===== src/rtl/muldiv_pkg.sv =====
// muldiv_pkg: shared op/state encodings and iteration count for the multiply/divide unit
package muldiv_pkg;
  localparam int ITER = 32;
  localparam int CW = $clog2(ITER);
  typedef enum logic [1:0] {
    OP_MULT  = 2'b00,
    OP_MULTU = 2'b01,
    OP_DIV   = 2'b10,
    OP_DIVU  = 2'b11
  } op_e;
  typedef enum logic [1:0] {
    IDLE = 2'b00,
    RUN  = 2'b01,
    FIX  = 2'b10
  } state_e;
endpackage


===== src/rtl/muldiv_unit.sv =====
// muldiv_unit: iterative 32-cycle signed/unsigned multiply and restoring divide with sign fix-up
module muldiv_unit
  import muldiv_pkg::*;
#(
  parameter int WIDTH = 32
) (
  input  logic             clk,
  input  logic             reset,
  input  logic             start,
  input  logic [1:0]       op,
  input  logic [WIDTH-1:0] input1,
  input  logic [WIDTH-1:0] input2,
  output logic             busy,
  output logic             done,
  output logic             div_by_zero,
  output logic [WIDTH-1:0] hi,
  output logic [WIDTH-1:0] lo
);
  state_e state, state_n;
  logic [CW-1:0] cnt;
  logic [2*WIDTH-1:0] p, p_n, p_fix;
  logic [WIDTH-1:0] b, a_mag, b_mag, q_fix, r_fix;
  logic [WIDTH:0] mul_sum, div_diff;
  logic sa, sb, is_div, dz;
  logic signed_in, div_in, a_neg, b_neg, dz_in;
  assign busy      = state != IDLE;
  assign signed_in = op_e'(op) == OP_MULT || op_e'(op) == OP_DIV;
  assign div_in    = op_e'(op) == OP_DIV || op_e'(op) == OP_DIVU;
  assign a_neg     = signed_in & input1[WIDTH-1];
  assign b_neg     = signed_in & input2[WIDTH-1];
  assign a_mag     = a_neg ? -input1 : input1;
  assign b_mag     = b_neg ? -input2 : input2;
  assign dz_in     = div_in && input2 == '0;
  // multiply shifts right through the low half; divide shifts left, quotient bits enter at bit 0
  assign mul_sum   = {1'b0, p[2*WIDTH-1:WIDTH]} + (p[0] ? {1'b0, b} : '0);
  assign div_diff  = p[2*WIDTH-1:WIDTH-1] - {1'b0, b};
  assign p_n       = !is_div ? {mul_sum, p[WIDTH-1:1]} :
                     div_diff[WIDTH] ? {p[2*WIDTH-2:0], 1'b0} :
                     {div_diff[WIDTH-1:0], p[WIDTH-2:0], 1'b1};
  assign p_fix     = (sa ^ sb) ? -p : p;
  assign q_fix     = (sa ^ sb) ? -p[WIDTH-1:0] : p[WIDTH-1:0];
  assign r_fix     = sa ? -p[2*WIDTH-1:WIDTH] : p[2*WIDTH-1:WIDTH];
  always_comb begin
    state_n = state;
    state_n = (state == IDLE && start) ? (dz_in ? FIX : RUN) :
              (state == RUN && cnt == CW'(ITER - 1)) ? FIX :
              (state == FIX) ? IDLE : state;
  end
  always_ff @(posedge clk or posedge reset) begin
    if (reset) begin
      state       <= IDLE;
      cnt         <= '0;
      p           <= '0;
      b           <= '0;
      sa          <= 1'b0;
      sb          <= 1'b0;
      is_div      <= 1'b0;
      dz          <= 1'b0;
      done        <= 1'b0;
      div_by_zero <= 1'b0;
      hi          <= '0;
      lo          <= '0;
    end else begin
      state <= state_n;
      done  <= state == FIX;
      if (state == IDLE && start) begin
        // a zero divisor keeps the raw dividend so it can be returned in hi
        p           <= {{WIDTH{1'b0}}, dz_in ? input1 : a_mag};
        b           <= b_mag;
        sa          <= a_neg;
        sb          <= b_neg;
        is_div      <= div_in;
        dz          <= dz_in;
        cnt         <= '0;
        div_by_zero <= 1'b0;
      end
      if (state == RUN) begin
        p   <= p_n;
        cnt <= cnt + 1'b1;
      end
      if (state == FIX) begin
        {hi, lo}    <= dz ? {p[WIDTH-1:0], {WIDTH{1'b1}}} : is_div ? {r_fix, q_fix} : p_fix;
        div_by_zero <= dz;
      end
    end
  end
endmodule


===== config.mk =====
export PLATFORM = sky130hd
export DESIGN_NAME = muldiv_unit
export DESIGN_NICKNAME = d
export VERILOG_FILES = /design/src/rtl/muldiv_pkg.sv /design/src/rtl/muldiv_unit.sv
export SDC_FILE = /design/constraint.sdc
export NUM_CORES = 1
export LEC_CHECK = 0
export CORE_UTILIZATION = 54
export DETAILED_ROUTE_END_ITERATION = 7
export PLACE_DENSITY = 0.85
export SETUP_SLACK_MARGIN = 0.3
export SKIP_CTS_REPAIR_TIMING = 1
export SLEW_MARGIN = 20
export SYNTH_ARGS = -nofsm -noshare
export SYNTH_HDL_FRONTEND = slang
export SYNTH_SLANG_ARGS = --single-unit
export TNS_END_PERCENT = 20

===== constraint.sdc =====
create_clock -name clk -period 6.7 [get_ports clk]
set_input_delay 1.005 -clock clk [delete_from_list [all_inputs] [get_ports clk]]
set_output_delay 1.005 -clock clk [all_outputs]
set_load 0.005 [all_outputs]

## Word level (Yosys, flattened, before mapping)

Index checks and enable logic that the tools add are counted.

- Logic and storage cells: 61
- Register bits after elaboration: 173
- Memories: 0
- Memory bits (read-only): 0
- Output and inout port bits: 67
- Latch bits: 0
- Input port bits: 69
- Memory bits (writable): 0

- Reduce and logical (&&, ||, !) cells: 12
- Multiplexer cells: 21
- Equality and inequality tests: 5
- Shift-type cells: 0
- Add/sub/neg operators: 8
- $lt $le $gt $ge: 0
- $mul: 0
- Bitwise logic cells: 3
- Div/mod/pow operators: 0

Operators with widths:

| operator | number |
|---|---|
| $mux 64 | 7 |
| $mux 32 | 6 |
| $neg 32->32 | 4 |
| $neg 64->64 | 1 |
| $add 32x32->33 | 1 |
| $sub 33x32->33 | 1 |
| $logic_not 32->1 | 1 |
| $mux 5 | 2 |
| $mux 2 | 4 |
| $eq 2x2->1 const B | 3 |
| $reduce_bool 2->1 | 3 |
| $add 5x1->5 const B | 1 |
| $eq 5x5->1 const B | 1 |
| $logic_not 2->1 | 2 |
| $logic_and 1x1->1 | 3 |
| $reduce_bool 3->1 | 1 |
| $and 1x1->1 | 2 |
| $eq 2x1->1 const B | 1 |
| $logic_or 1x1->1 | 2 |
| $mux 1 | 2 |
| $xor 1x1->1 | 1 |

## Depth between registers and ports, before layout

- Depth after elaboration: 7
- Depth in mapped cells: 15
- Mapped depth without buffers: 13

## Worst setup path after synthesis

OpenSTA, ideal clock, no wires.

- Path type: register to register
- Start: register p[0]
- End: register p[62]
- Buffers on the path: 3
- Slack: 3.382 ns
- Library setup time: 0.095 ns
- Period minus slack after synthesis: 3.318 ns
- Stages on the path, launching flop included: 16
- Required time: 6.605 ns
- Arrival time: 3.223 ns
- Cells stage by stage: dfrtp_1 -> clkbuf_1 -> inv_1 -> clkbuf_1 -> nor2_1 -> ha_1 -> clkbuf_1 -> nand3_1 -> nor4_1 -> nand4_1 -> and4_1 -> nor3_1 -> o21ai_0 -> a21oi_1 -> mux2_2 -> o31ai_1

- Cells in the longest elaborated chain, start to end: 4

Ends and longest elaborated chain:

| item | line | source |
|---|---|---|
| from (decl) | muldiv_unit.sv:21 | `logic [2*WIDTH-1:0] p, p_n, p_fix;` |
| from (signal assigned) | muldiv_unit.sv:68 | `p <= {{WIDTH{1'b0}}, dz_in ? input1 : a_mag};` |
| from (signal assigned) | muldiv_unit.sv:78 | `p <= p_n;` |
| $mux 32 | muldiv_unit.sv:35 | `assign mul_sum = {1'b0, p[2*WIDTH-1:WIDTH]} + (p[0] ? {1'b0, b} : '0);` |
| $add 32x32->33 | muldiv_unit.sv:35 |  |
| $mux 64 | muldiv_unit.sv:37 | `assign p_n = !is_div ? {mul_sum, p[WIDTH-1:1]} :` |
| $mux 64 | muldiv_unit.sv:77 | `if (state == RUN) begin` |

Every way passes these cells.
A chain may end at the register's enable or synchronous reset.

## Final worst setup path

Same ends and word-level chain as after synthesis.

==> flow_metrics.tcl <==
set metrics [dict create \
    synth_edf_count 0 \
    p_int_w 0.00472 \
    dp.cells 2172 \
    grt.total_usage_pct 32.3 \
    min-delay-path-class "reg2reg" \
    final_cell_mix "203 x nor2_1, 186 x o21ai_0, 172 x nand2_1, 172 x dfrtp_1, 143 x a21oi_1" \
    rr_worst_depth 12 \
    vias 14000 \
    r2r-start "p[0]" \
    async_flop_share_pct 100 \
    timing_hold_violations_final 0 \
    pin_count 136 \
    grt.overflow.total 0 \
    core_area_um2 26000 \
    switching_share_pct 51.1 \
    max_freq_ghz 0.211 \
    min_path_cells 2 \
    setup_viol 0 \
    dieWidth_um 165 \
    synth_fp_nets 1940 \
    fin_hold_ws_ns 0.478 \
    final_common_cell "nor2_1" \
    p_leak_nw 6.79 \
    fillCellCount 2198 \
    final_nets 1997 \
    crit_required_ns 7.06 \
    grt_pass1_vias 13200 \
    cts_max_level 4 \
    irDropWorstVdd_mv 0.254 \
    avgSynthCellArea_um2 7.93 \
    min-delay-start "b[11]" \
    antenna_found_initial 0 \
    worst-r2r-setup-slack_ns 1.96 \
    yosys.cell_types.count 85 \
    dr.pass1.iters 6 \
    final_layout_size_suffix_gt1_share_pct 4.65 \
    clock_latency_ns 0.45 \
    ys_seq_elements 173 \
    netlist_area_um2 14300 \
    ant_nets 0 \
    cts_root_buffer "clkbuf_16" \
    avgRoutedWirePerCell_um 19.6 \
    pwr-share-seq_pct 22.6 \
    hpwl_um 32300 \
    rsz0062_at_grt "false" \
    routed_wl_um 43100 \
    antenna_cells 0 \
    final_cells 2204 \
    grt_pass1_wl_um 68800 \
    ys_seq_area_share_pct 30.3 \
    pre_cts_ws_ns 2.49 \
    period_minus_slack_ns 4.74 \
    start_util_pct 54.9 \
    fin_tns_setup_ns 0 \
    power.switching_w 0.00493 \
    fin_ws_ns 1.96 \
    portBuffers 135 \
    clockBufferDepth 2 \
    worstSetupPathType "reg2reg" \
    p_per_area_nw_per_um2 591 \
    crit_path_end_kind "flip-flop" \
    tritoncts "done" \
    start_kind "flip-flop" \
    worstPathArrival_ns 5.10 \
    fin_crit_sh_pct 70.7 \
    slew_violations 0 \
    ys_warn_count 0 \
    cts_buffers 17 \
    cts.sinks 173 \
    relSlewSlack_pct 23.6 \
    drv_cap 0 \
    design.die.area_um2 27100 \
    status "finished, final reports clean" \
    worst_slew_pin_slew_ns 1.14 \
    clockPowerShare_pct 10.3 \
    die_y_um 165 \
    grt_start_max_net_pins 106 \
    clock_skew_ns 0.0150 \
    areaGrowthSynthToFinish_pct 14.5 \
    rows 59 \
    syn_inst 1799 \
    combPwrFrac_pct 67.1 \
    crit_path_start "p[0]" \
    drc_errors 0 \
    place_congestion 0.991 \
    clkSlewWorstSetupHoldPaths_ns 0.08 \
    ys.flop_type "dfrtp_1" \
    first_iter_violations 1597 \
    path_max_fanout 31 \
    via_per_inst 6.37 \
]
[layout make-up]
type,count,area (um2),share of cell area [%]
multi-input cells,1449,9310,56.9
flip-flops and latches,173,4330,26.5
repair buffers,149,1460,8.91
clock buffers,18,439,2.69
well taps,335,419,2.56
inverters,66,253,1.55
clock inverters,14,140,0.857
[per-stage QoR]
step / utilization, % / power [W] / area [um2]
final: 62.9 / 0.00965 / 16300
after global routing: 62.9 / 0.0103 / 16300
after CTS: 62.8 / 0.00946 / 16300
after detailed placement: 60.6 / 0.00841 / 15700
after global placement: 60.6 / 0.00824 / 15700
after floorplan: - / 0.00659 / 14300
[layer usage]
layer	wire [um]	GRT usage (%)	part of all wire, %
met1	18200	43.3	42
met2	19300	51.6	45
met3	3940	5.63	9.1
met4	1650	13.4	3.8
met5	0	0	0
[critical path, cell delays in order, from the launching register on]
cell and delay, ns:
dfrtp_1 0.54, clkinv_1 0.92, nor2_1 0.38, ha_1 0.29
o21ai_0 0.16, o21ai_0 0.46, nand4_1 0.29, and4_1 0.31
nor3_1 0.30, o21ai_0 0.25, a21oi_1 0.20, mux2_2 0.35
o31ai_1 0.22
[cells in the mapped netlist (20+ instances only)]
master / count / area (um2)
inv_1: 66 / 248
clkbuf_1: 86 / 323
ha_1: 70 / 876
a21oi_1: 144 / 721
xnor2_1: 113 / 990
nand2b_1: 20 / 125
nand3_1: 24 / 120
a21o_1: 22 / 165
and3_1: 23 / 144
o21ai_0: 186 / 931
nor2_1: 204 / 766
dfrtp_1: 173 / 4330
xor2_1: 54 / 473
nand2_1: 174 / 653
nor3_1: 34 / 170
mux2i_1: 66 / 661
o22ai_1: 30 / 188
o31ai_1: 22 / 165
[worst paths after layout]
check                          to
min in group asynchronous  cnt[4]
max reg2reg                 p[62]
max in group asynchronous  hi[25]
min reg2reg                 b[11]
max                         p[62]
min                         b[11]
[cell families after synthesis]
group                      after synthesis  synth area share [%]
muxes                                   70                  4.95
buffers and inverters                  177                  4.80
xor gates and xnor gates               167                  10.2
and+or+nand+nor                        591                  19.7
AOI/OAI and AO/OA                      549                  23.5
DFF                                    173                  30.3
adders and majority gates               72                  6.42
[registers in the layout, summed over array words and instances (netlist names)]
| register | cells |
|---|---|
| sb | 1 |
| cnt | 5 |
| div_by_zero | 1 |
| is_div | 1 |
| done | 1 |
| sa | 1 |
| state | 2 |
| b | 32 |
| p | 64 |
| lo | 32 |
| hi | 32 |
| dz | 1 |
[power groups by stage]
stage	combinational (W)	sequential [W]	clock, W
after floorplan	0.00475	0.00185	0
after global placement	0.00609	0.00215	0
after detailed placement	0.00624	0.00217	0
after CTS	0.00631	0.00215	0.000993
after global routing	0.00706	0.00223	0.00103
final	0.00647	0.00218	0.000995
Note: power is estimated with default switching activity, not from simulation.
